--- src/rtl/median_feeder.sv ---
// Sample sequencer for a sliding-window median filter. Clears the filter
// window, then loads each frame with edge replication (S0, S0, S1..S(N-1),
// S(N-1)). Every load uses a fixed-length slot so OUT_DATA is settled before
// LOAD rises and stays held for LOAD_GAP cycles after it falls.
module median_feeder #(
  parameter int unsigned DATA_W   = 16,
  parameter int unsigned LEN_W    = 12,
  parameter int unsigned LOAD_GAP = 1
) (
  input  logic              CLK,
  input  logic              HARD_RESET,
  input  logic              START,
  input  logic [LEN_W-1:0]  FRAME_LEN,
  input  logic [DATA_W-1:0] SRC_DATA,
  input  logic              SRC_VALID,
  output logic              SRC_READY,
  output logic [DATA_W-1:0] OUT_DATA,
  output logic              LOAD,
  output logic              RST,
  output logic              BUSY,
  output logic              DONE
);

  // Slot counter starts at LOAD_GAP+1 on issue and counts down to 0; the
  // cycle it reads 0 is the last slot cycle, so a new load may issue then.
  localparam int unsigned SLOT_W = 5;
  localparam logic [SLOT_W-1:0] SLOT_TOP = SLOT_W'(LOAD_GAP + 1);

  typedef enum logic [2:0] {
    IDLE, CLEAR, FIRST, PRIME, RUN, FLUSH, FIN
  } state_t;

  state_t             state_q, state_d;
  logic [LEN_W-1:0]   len_q, len_d;
  logic [LEN_W-1:0]   cnt_q, cnt_d;
  logic [LEN_W-1:0]   cnt_inc;
  logic [SLOT_W-1:0]  slot_q, slot_d;
  logic               flush_q, flush_d;
  logic [DATA_W-1:0]  out_d;
  logic               ready_d;
  logic               accept;
  logic               slot_free;
  logic               issue;

  // Next-state, load-slot scheduling and next values of registered outputs.
  always_comb begin
    state_d   = state_q;
    len_d     = len_q;
    cnt_d     = cnt_q;
    flush_d   = flush_q;
    out_d     = OUT_DATA;
    issue     = 1'b0;
    accept    = SRC_VALID && SRC_READY;
    slot_free = (slot_q == '0);
    cnt_inc   = cnt_q + LEN_W'(1);
    slot_d    = slot_free ? '0 : slot_q - SLOT_W'(1);

    case (state_q)
      IDLE: begin
        if (START) begin
          len_d   = FRAME_LEN;
          cnt_d   = '0;
          flush_d = 1'b0;
          state_d = CLEAR;
        end
      end
      CLEAR: begin
        state_d = (len_q == '0) ? FIN : FIRST;
      end
      FIRST: begin
        if (accept) begin
          out_d   = SRC_DATA;
          issue   = 1'b1;
          cnt_d   = LEN_W'(1);
          state_d = PRIME;
        end
      end
      PRIME: begin
        // Replicate S0 as the leading edge sample; OUT_DATA still holds it.
        if (slot_free) begin
          issue   = 1'b1;
          state_d = (len_q == LEN_W'(1)) ? FLUSH : RUN;
        end
      end
      RUN: begin
        if (accept) begin
          out_d = SRC_DATA;
          issue = 1'b1;
          cnt_d = cnt_inc;
          if (cnt_inc == len_q) begin
            state_d = FLUSH;
          end
        end
      end
      FLUSH: begin
        // Replicate the last sample, then let its slot drain before finishing.
        if (slot_free) begin
          if (!flush_q) begin
            issue   = 1'b1;
            flush_d = 1'b1;
          end else begin
            state_d = FIN;
          end
        end
      end
      FIN: begin
        state_d = IDLE;
      end
      default: begin
        state_d = IDLE;
      end
    endcase

    if (issue) begin
      slot_d = SLOT_TOP;
    end

    ready_d = ((state_d == FIRST) || (state_d == RUN)) && (slot_d == '0);
  end

  // State, counters and registered outputs.
  always_ff @(posedge CLK or posedge HARD_RESET) begin
    if (HARD_RESET) begin
      state_q   <= IDLE;
      len_q     <= '0;
      cnt_q     <= '0;
      slot_q    <= '0;
      flush_q   <= 1'b0;
      OUT_DATA  <= '0;
      LOAD      <= 1'b0;
      RST       <= 1'b0;
      BUSY      <= 1'b0;
      DONE      <= 1'b0;
      SRC_READY <= 1'b0;
    end else begin
      state_q   <= state_d;
      len_q     <= len_d;
      cnt_q     <= cnt_d;
      slot_q    <= slot_d;
      flush_q   <= flush_d;
      OUT_DATA  <= out_d;
      LOAD      <= (slot_q == SLOT_TOP);
      RST       <= (state_d == CLEAR);
      BUSY      <= (state_d != IDLE) && (state_d != FIN);
      DONE      <= (state_d == FIN);
      SRC_READY <= ready_d;
    end
  end

endmodule

--- config.mk ---
export PLATFORM = sky130hd
export DESIGN_NAME = median_feeder
export DESIGN_NICKNAME = d
export VERILOG_FILES = /design/src/rtl/median_feeder.sv
export SDC_FILE = /design/constraint.sdc
export NUM_CORES = 1
export LEC_CHECK = 0
export ABC_AREA = 1
export CELL_PAD_IN_SITES_DETAIL_PLACEMENT = 0
export CELL_PAD_IN_SITES_GLOBAL_PLACEMENT = 1
export CORE_MARGIN = 5
export CORE_UTILIZATION = 35
export CTS_CLUSTER_DIAMETER = 200
export CTS_CLUSTER_SIZE = 25
export DETAILED_ROUTE_END_ITERATION = 8
export GPL_ROUTABILITY_DRIVEN = 0
export HOLD_SLACK_MARGIN = 0.12
export PLACE_DENSITY_LB_ADDON = 0.1
export RECOVER_POWER = 50
export SYNTH_ARGS = -nofsm -noshare
export SYNTH_HDL_FRONTEND = slang
export SYNTH_SLANG_ARGS = --single-unit
--- constraint.sdc ---
create_clock -name CLK -period 2.2 [get_ports CLK]
set_input_delay 0.44 -clock CLK [delete_from_list [all_inputs] [get_ports CLK]]
set_output_delay 0.44 -clock CLK [all_outputs]
set_load 0.005 [all_outputs]
; ---- Word-level counts from Yosys, hierarchy flattened
; Cells that the tools add are included.
[op_classes]
add_sub_neg = 2
eq_ne = 17
n_mux = 24
n_reduce_logical = 16
[ops]
columns = operator, count
row1 = 12-bit two-way mux, 3
row2 = 12-bit one-hot mux with 3 select lines, 1
row3 = 3-bit two-way mux, 8
row4 = 3-bit one-hot mux with 6 select lines, 1
row5 = 12-bit by 1-bit adder with 12-bit output (second input constant), 1
row6 = 12-bit by 1-bit equality test with 1-bit output (second input constant), 1
row7 = 12-bit equality test, 1
row8 = 3-bit equality test (second input constant), 4
row9 = 12-bit logical NOT, 1
row10 = 5-bit logical NOT, 2
row11 = 5-bit two-way mux, 2
row12 = 3-bit by 2-bit equality test with 1-bit output (second input constant), 3
row13 = 2-bit != test (second input constant), 4
row14 = 1-bit two-way mux, 7
row15 = 3-bit by 1-bit equality test with 1-bit output (second input constant), 2
row16 = 3-bit nonzero test, 2
row17 = 5-bit by 2-bit equality test with 1-bit output (second input constant), 1
row18 = 5-bit by 1-bit subtractor with 5-bit output (second input constant), 1
row19 = 2-bit AND reduction, 2
row20 = 4-bit AND reduction, 1
row21 = 1-bit logical AND, 3
row22 = 3-bit logical NOT, 1
row23 = 3-bit != test (second input constant), 1
row24 = 1-bit one-hot mux with 3 select lines, 1
row25 = other kinds (5), 5
[totals]
register_bits = 54
input_bits = 32
out_inout_bits = 21
word_cells = 70

; ---- Depth between registers and ports, before layout
; Gate-level depths: netlist of run 1.
[logic_depth]
depth_word = 8
mapped_depth = 15
ltp_nobuf = 15

; ---- Worst setup path after synthesis of run 1
; OpenSTA, ideal clock, no wires.
[synth_path]
path_type = register to register
startpoint = register slot_q[0]
endpoint = register BUSY
setup_time_ns = 0.113
t_arrival_ns = 1.500
path_slack_ns = 0.587
path_stages_with_launch = 14
path_buffers = 0
period_less_slack_ns = 1.613
cell_sequence = dfrtp_1 > inv_1 > ha_1 > nand2_1 > nor2_4 > inv_2 > nand2_1 > nand3b_1 > nor2_1 > nand2_1 > inv_1 > nand3_1 > nand2_1 > inv_1
[synth_via]
elab_chain_len = 5
elab_cells_between_ends = 7
classes_between = eq/ne: 1 / mux: 3 / reduce/logical: 3
[synth_lines]
columns = item, line
row1 = start: declaration, 37  ; logic [SLOT_W-1:0] slot_q, slot_d;
row2 = start signal: assignment, 139  ; slot_q <= slot_d;
row3 = 5-bit logical NOT (*), 54  ; slot_free = (slot_q == '0);
row4 = 3-bit two-way mux (on tied branches), "97, 80"
row5 = 3-bit one-hot mux with 6 select lines (*), 58  ; case (state_q)
row6 = 3-bit != test / 3-bit nonzero test (equally long branches), 144  ; BUSY <= (state_d != IDLE) && (state_d != FIN);
row7 = 1-bit logical AND (*), 144
row8 = end signal: assignment, 144
row9 = end: declaration, 20  ; output logic BUSY,
; Mark *: on every way between the ends. The rest lies on a longest branch, timed or not.
; A chain may end at the register's enable or synchronous reset.

; ---- Worst setup path after layout of run 1
[layout_path]
startpoint = register cnt_q[0]
endpoint = register BUSY
[layout_via]
elab_chain_len = 7
elab_cells_between_ends = 8
classes_between = add/sub: 1 / eq/ne: 2 / mux: 3 / reduce/logical: 2
[layout_lines]
columns = item, line
row1 = start: declaration, 35  ; logic [LEN_W-1:0] cnt_q, cnt_d;
row2 = start signal: assignment, 138  ; cnt_q <= cnt_d;
row3 = 12-bit by 1-bit adder with 12-bit output (*), 55  ; cnt_inc = cnt_q + LEN_W'(1);
row4 = 12-bit equality test (*), 90  ; if (cnt_inc == len_q) begin
row5 = 3-bit two-way mux (*), 90
row6 = 3-bit two-way mux (*), 86  ; if (accept) begin
row7 = 3-bit one-hot mux with 6 select lines (*), 58
row8 = 3-bit != test / 3-bit nonzero test (equally long branches), 144
row9 = 1-bit logical AND (*), 144
; Marks and branches as above.

==> results of run 1 <==
-- layer usage --
layer  vias to the layer above  share of wire (%)  track usage [%]
li1                       1293                  -                -
met1                      1145                 44             18.3
met2                        40                 50             25.7
met3                         7                4.7             3.61
met4                         0                1.3             3.94
met5                         -                  0                0
-- registers in the layout (all words and copies together), names as in the netlist --
name       count
BUSY           1
DONE           1
LOAD           1
OUT_DATA      16
RST            1
SRC_READY      1
cnt_q         12
flush_q        1
len_q         12
slot_q         5
state_q        3
-- worst register-to-register path, cell delays in order, from the launching register on --
cell,delay [ns]
sky130_fd_sc_hd__dfrtp_1,0.43
sky130_fd_sc_hd__ha_1,0.24
sky130_fd_sc_hd__nand2_1,0.12
sky130_fd_sc_hd__inv_2,0.09
sky130_fd_sc_hd__nand2_1,0.08
sky130_fd_sc_hd__nor2_4,0.16
sky130_fd_sc_hd__nand2_1,0.09
sky130_fd_sc_hd__nand2_1,0.08
sky130_fd_sc_hd__nand2_1,0.06
sky130_fd_sc_hd__nand3_1,0.07
sky130_fd_sc_hd__nor2_1,0.05
sky130_fd_sc_hd__nand3_1,0.11
sky130_fd_sc_hd__nand3_1,0.08
sky130_fd_sc_hd__nand2_1,0.06
sky130_fd_sc_hd__inv_1,0.03
-- metrics by stage --
stage,std cells,cell area [um2]
4_1_cts,536,3630
3_5_place_dp,528,3540
6_report,536,3590
3_3_place_gp,528,3540
2_1_floorplan,372,2840
5_1_grt,536,3590
-- final cells by class --
type,count,share of cell area [%]
tap,102,3.55
multi-input combinational,261,34.7
timing repair buffer,60,16.1
clock buffer,7,2.40
clock inverter,1,0.139
sequential,54,37.6
inverter,51,5.47
-- how the worst max path moves through the flow --
stage,from,end,slack (ns),depth (start not counted)
after floorplan,HARD_RESET,BUSY$_DFF_PP0_,0.45,1
after global placement,SRC_VALID,SRC_READY$_DFF_PP0_,0.25,12
after detailed placement,SRC_VALID,SRC_READY$_DFF_PP0_,0.22,12
after CTS,slot_q[0]$_DFF_PP0_,BUSY$_DFF_PP0_,0.33,13
after global routing,slot_q[0]$_DFF_PP0_,SRC_READY$_DFF_PP0_,0.11,12
final,cnt_q[0]$_DFFE_PP0P_,BUSY$_DFF_PP0_,0.34,14
-- cells by family after synthesis --
group	count (synthesis)
simple gates	226
buf+inv	57
flops	54
compound gates	31
fa+ha+maj	3
xor+xnor	1
-- power breakdown --
part / internal, uW / switching, uW / leakage (uW) / total [uW]
clock network: 255 / 334 / 0.0000482 / 589
registers: 1330 / 209 / 0.000697 / 1540
logic: 780 / 911 / 0.00100 / 1690
-- cell usage in the layout, fill, tap and decap left out, types with 2 or more instances in the layout --
cell	instances
sky130_fd_sc_hd__o22ai_1	11
sky130_fd_sc_hd__clkbuf_8	6
sky130_fd_sc_hd__buf_4	6
sky130_fd_sc_hd__o21ai_0	15
sky130_fd_sc_hd__nand3_1	36
sky130_fd_sc_hd__dfrtp_1	54
sky130_fd_sc_hd__nor2_4	2
sky130_fd_sc_hd__nor2_2	6
sky130_fd_sc_hd__nor2_1	22
sky130_fd_sc_hd__nand4_1	6
sky130_fd_sc_hd__nand2_4	2
sky130_fd_sc_hd__inv_1	46
sky130_fd_sc_hd__a31oi_1	2
sky130_fd_sc_hd__nor3_1	3
sky130_fd_sc_hd__ha_1	3
sky130_fd_sc_hd__nand3b_1	3
sky130_fd_sc_hd__nand2_1	139
sky130_fd_sc_hd__inv_2	4
sky130_fd_sc_hd__nand2_2	4
sky130_fd_sc_hd__clkdlybuf4s50_1	51
==> results by group, run 1 <==
Job
  – Number of violations of the max-capacitance limit: 0

Floorplan
  – Standard-cell rows: 32
  – Starting density of the core: 36.4%
  – Die height: between 100 and 150 um
  – Core region area: around 0.0078 mm2
  – Die Area: 0.0100 mm2
  – Chip width: about 100 um
  – Boundary Pins: 53

Hold path
  – Hold_sp: OUT_DATA[6]$_DFFE_PP0P_
  – Worst hold path depth: 2
  – End point of the worst hold path: OUT_DATA[6]$_DFFE_PP0P_
  – Worst hold path type: reg2reg

Worst setup path
  – Reg-to-reg startpoint: cnt_q[0]$_DFFE_PP0P_
  – R2R Setup Slk: approximately 0.34 ns
  – Reg2reg path depth: 14
  – Endpoint of the most critical register-to-register path: BUSY$_DFF_PP0_
  – Slowest stage cell, crit path: sky130_fd_sc_hd__dfrtp_1
  – Worst Setup Start Kind: flip-flop
  – CP top delay family: simple AND/OR/NAND/NOR gates
  – Crit-path cells: ha_1 -> nand2_1 -> inv_2 -> nand2_1 -> nor2_4 -> nand2_1 -> nand2_1 -> nand2_1 -> nand3_1 -> nor2_1 -> nand3_1 -> nand3_1 -> nand2_1 -> inv_1
  – Highest net fanout along the worst path: 7
  – Slowest stage delay, CP: 0.43 ns
  – Data required time of the worst path: 2.41 ns
  – Worst path bufs/invs: 2
  – Most frequent cell on the critical path: sky130_fd_sc_hd__nand2_1
  – Worst setup path class: reg2reg
  – Element type at the critical path end: flip-flop
  – Arrival time of the worst setup path: 2.07 ns

STA
  – Achievable clock frequency: 537 MHz
  – Final Hold Vio Count: 0
  – Final TNS setup: 0 ns
  – Rel. slew slack: 54.2%
  – Pins over their slew limit: 0
  – Smallest setup slack after layout: 0.336 ns
  – Clock skew after layout: 0.00671 ns
  – Count of endpoints failing setup in the final report: 0
  – Final critical path time including I/O delays and setup: 1.86 ns
  – Smallest hold slack: 0.477 ns
  – Pin slew with the least headroom to its limit: 0.687 ns
  – Unrepaired setup endpoints after global routing: no
  – Ratio of final minimum period to clock period: between 80 and 90%

Final layout
  – Area occupied by multi-input gates: ~0.0012 mm2
  – Layout filler cell count: a little under 800
  – Layout-stage area growth over the synthesis result: 26.4%
  – Number of nets in the finished design: 468
  – Share of the core filled with cells in the final layout: between 40% and 50%
  – Fraction of layout instances using a drive strength above 1: slightly below 9%
  – Count of inserted antenna diode cells: 0
  – Sequential cell area: 0.00135 mm2

Pwr
  – Overall power of the completed layout: 3820 uW
  – Worst ir drop on vdd: roughly 0.54 mV
  – Pwr Density: 1060 mW/mm2
  – Total leakage power: 0.00175 uW

Clock network
  – Level count of the clock H-tree: 2
  – Number of gates resized after CTS: 0
  – CTS Sinks: 54
  – CTS tree: built
  – Buffers inserted by post-CTS timing repair: 0
  – Clock insertion delay at the later pin of the skew report: about 0.31 ns
  – Count of hold buffers inserted by post-cts repair: 0
  – Number of buffers between clock root and the deepest sink: 2
  – Clock transition at the register clock pins on the worst setup and hold paths after CTS: 0.10 ns
  – CTS Buf Count: 5
  – Clock Root Buffer: sky130_fd_sc_hd__clkbuf_8

Synth
  – Seq cells post-synth: 54
  – Cell taking the most area after synthesis: sky130_fd_sc_hd__dfrtp_1
  – Cells taking the most area after synthesis: sky130_fd_sc_hd__dfrtp_1, sky130_fd_sc_hd__nand2_1, sky130_fd_sc_hd__nand3_1
  – Number of instances in the synthesized netlist: approximately 370
  – List of most frequent post-synthesis cells: sky130_fd_sc_hd__nand2_1, sky130_fd_sc_hd__dfrtp_1, sky130_fd_sc_hd__inv_1
  – Share of Yosys cell area claimed by the top area cell type: 47.6%
  – Ys flop type: sky130_fd_sc_hd__dfrtp_1
  – Compound-Gate Fraction of Synth Area: under 10%
  – Count of warnings emitted by yosys: 0
  – Post-Synth Adder-Cell Area: under 10%
  – Cell with the most instances after synthesis: sky130_fd_sc_hd__nand2_1
  – Syn Std Cell Area: roughly 0.0028 mm2
  – Dominant combinational cell family by area after synthesis: simple AND/OR/NAND/NOR gates
  – Count of flip-flops with a built-in enable after synthesis: 0
  – Proportion of synthesized area in mux cells: 0%
  – Sequential-to-total area share from yosys stat: 47.6%
  – Simple-gate portion of the synthesized area: 36.3%
  – Net count of the mapped netlist: 407
  – Async set or reset register ratio after synthesis: 100%
  – Post-synthesis cell type count: 27
  – Syn_area_per_cell: 7.64 um2
  – XOR/XNOR Fraction of Synth Area: 0.308%

GRT
  – Antenna violations before repair: 0
  – Via count of the first global-routing pass: around 2600
  – Wire length of the first global-routing pass: approximately 12000 um
  – GRT Overall Usage: 14.8%
  – Largest net degree at the start of global routing: 38
  – Sum of overflow across all layers after global routing: 0

Route
  – DRC violation count after routing: 0
  – Number of design-rule violations left by the first detailed-router iteration: 101
  – Mean number of vias per cell: 4.64
  – Wire length per cell: 12.9 um
  – Number of detailed-routing iterations run before antenna repair: 4
  – Via count of the routed design: 2485
  – Total Routed Length: 6920 um
  – ANT nets after route: 0

Place
  – Detailed-placement wirelength estimate: 5240 um
  – Port bufs: 52
  – Worst setup slack after placement: ~0.22 ns

Run status
  – Run status: complete, no violations
No activity file was read; power rests on OpenSTA's default activity.
==> run 2, diff against run 1 <==
clock period = 1.9 ns   (was 2.2 ns; I/O delays follow)
==> run 2 against run 1 <==
Combinational power is 28% higher. Count of clock-buffer cells in the layout did not move. Sequential cell count stayed put. Global-route usage down 0.10 points. Clock skew shrank 0.0029 ns. First-iteration DRC count fell by 23%. Register-to-register slack worse by 0.22 ns. Setup slack got worse by 0.22 ns. Clock power grew 23%.
==> results by group, run 2 (synthesis gave the netlist of run 1 again) <==
Route
  – Number of design-rule violations left by the first detailed-router iteration: 78
  – Mean number of vias per cell: 4.72
  – Via count of the routed design: around 2600
  – Wire length per cell: 12.7 um
  – Total Routed Length: 6920 um
  – ANT nets after route: 0
  – DRC violation count after routing: 0
  – Number of detailed-routing iterations run before antenna repair: 4

Pwr
  – Worst ir drop on vdd: 0.700 mV
  – Combinational group share of total power: 46.4%
  – Pwr Density: 1230 mW/mm2
  – Switching share of power: 38.2%
  – Seq pwr share: 38.1%
  – Net switching component of the power: 1780 uW
  – Relative contribution of the clock network to total power: 15.5%
  – Total leakage power: 0.00179 uW
  – Internal Power: approximately 2900 uW

STA
  – Final critical path time including I/O delays and setup: about 1.8 ns
  – Pin slew with the least headroom to its limit: 1.21 ns
  – Smallest hold slack: 0.477 ns
  – Achievable clock frequency: 562 MHz
  – Smallest setup slack after layout: 0.120 ns
  – Clock skew after layout: 0.00377 ns
  – Ratio of final minimum period to clock period: ~94%
  – Count of endpoints failing setup in the final report: 0
  – Unrepaired setup endpoints after global routing: yes
  – Rel. slew slack: 19.2%
  – Final TNS setup: 0 ns
  – Pins over their slew limit: 0
  – Final Hold Vio Count: 0

Final layout
  – Layout filler cell count: 790
  – Commonest non-fill, non-tap cells in the layout: sky130_fd_sc_hd__nand2_1, sky130_fd_sc_hd__dfrtp_1, sky130_fd_sc_hd__clkdlybuf4s50_1
  – Number of nets in the finished design: between 400 and 500
  – Finished layout cell area: 0.00379 mm2
  – Reg with most FFs: OUT_DATA
  – Count of inserted antenna diode cells: 0
  – Largest regs: OUT_DATA (16), cnt_q (12), len_q (12)
  – Number of flip-flops under the largest register name: 16
  – Leading cell type in the layout, fill and taps excluded: sky130_fd_sc_hd__nand2_1
  – Fraction of layout instances using a drive strength above 1: 17.8%
  – Layout-stage area growth over the synthesis result: 33.3%

Worst setup path
  – Highest net fanout along the worst path: 7
  – Worst path bufs/invs: 2
  – Worst setup path class: reg2reg
  – Slowest stage delay, CP: ~0.40 ns
  – Worst Setup Start Kind: flip-flop
  – Arrival time of the worst setup path: between 1.5 and 2 ns
  – Data required time of the worst path: 2.11 ns
  – Slowest stage cell, crit path: sky130_fd_sc_hd__dfrtp_1
  – Most frequent cell on the critical path: sky130_fd_sc_hd__nand2_2
  – Crit-path cells: ha_2 -> nand2_2 -> inv_2 -> nand2_2 -> nor2_4 -> nand2_2 -> nand2_1 -> nand3_1 -> nand2_2 -> nor2_2 -> nand3_2 -> nand3_2 -> nand2_1 -> inv_1
  – CP top delay family: simple AND/OR/NAND/NOR gates
  – Element type at the critical path end: flip-flop
  – R2R Setup Slk: 0.12 ns

Place
  – Worst setup slack after placement: 0.0136 ns
  – Area of placed instances: 0.00359 mm2
  – Detailed-placement wirelength estimate: 5190 um
  – Port bufs: 52

GRT
  – Largest net degree at the start of global routing: 55
  – Antenna violations before repair: 0
  – GRT Overall Usage: 14.7%
  – Sum of overflow across all layers after global routing: 0
  – Wire length of the first global-routing pass: 12000 um
  – Via count of the first global-routing pass: 2568

Clock network
  – Clock insertion delay at the later pin of the skew report: 0.30 ns
  – Clock transition at the register clock pins on the worst setup and hold paths after CTS: approximately 0.1 ns
  – CTS Sinks: 54
  – CTS tree: built
  – Level count of the clock H-tree: 2
  – Clock Root Buffer: sky130_fd_sc_hd__clkbuf_8
  – CTS Buf Count: 5
  – Number of buffers between clock root and the deepest sink: 2
  – Count of hold buffers inserted by post-cts repair: 0

Hold path
  – Worst hold path type: reg2reg

Job
  – Number of violations of the max-capacitance limit: 0

Floorplan
  – Chip width: ~100 um
  – Die height: between 100 and 150 um
  – Core region area: 0.00781 mm2
  – Starting density of the core: 36.4%
  – Standard-cell rows: 32
  – Boundary Pins: 53
  – Die Area: ~0.010 mm2

Run status
  – Run status: complete, no violations
## run 2: layer usage
layer / GRT usage [%] / up-vias / wire length, um
met1: 17.9 / 1198 / 2990
li1: - / 1320 / -
met3: 3.41 / 8 / 286
met5: 0 / - / 0
met2: 25.9 / 49 / 3550
met4: 4.04 / 0 / 88
## run 2: repair_timing
item	CTS	global route
endpoints found under the setup margin	0	2
buffers inserted	0	2
resized for setup	0	34
## run 2: layout make-up
cell class | instances | area, um2 | share of cell area (%)
timing repair buffer | 69 | 633 | 16.7
multi-input combinational | 261 | 1370 | 36.2
inverter | 51 | 196 | 5.19
clock buffer | 7 | 96.3 | 2.54
tap | 102 | 128 | 3.37
sequential | 54 | 1350 | 35.7
clock inverter | 1 | 8.76 | 0.231
## run 2: metrics by stage
stage / util [%] / instances / total power (uW)
finish: 48.5 / 545 / 4670
global route: 48.5 / 545 / 5120
CTS: 47.3 / 543 / 4660
detailed placement: 46.0 / 535 / 3920
global placement: 46.0 / 535 / 3920
floorplan: - / 372 / 2990
## run 2: power groups by stage
stage	Clock [uW]	Combinational (uW)	Sequential [uW]
final	722	2170	1780
after global routing	795	2490	1830
after CTS	755	2120	1780
after detailed placement	0	2120	1800
after global placement	0	2120	1800
after floorplan	0	1220	1780
## run 2: path summary, 6_finish.rpt
path	from	cells past startpoint	to
hold reg to reg	OUT_DATA[6]$_DFFE_PP0P_	2	OUT_DATA[6]$_DFFE_PP0P_
setup / recovery	cnt_q[1]$_DFFE_PP0P_	14	BUSY$_DFF_PP0_
max in group asynchronous	HARD_RESET	3	cnt_q[3]$_DFFE_PP0P_
min in group asynchronous	HARD_RESET	3	len_q[4]$_DFFE_PP0P_
hold / removal	OUT_DATA[6]$_DFFE_PP0P_	2	OUT_DATA[6]$_DFFE_PP0P_
setup reg to reg	cnt_q[1]$_DFFE_PP0P_	14	BUSY$_DFF_PP0_
## run 2: worst min-delay path, delay by kind of cell (launching register included)
family           cells  cell delay (ns)
flip-flops           1             0.35
AND/OR/NAND/NOR      2             0.10
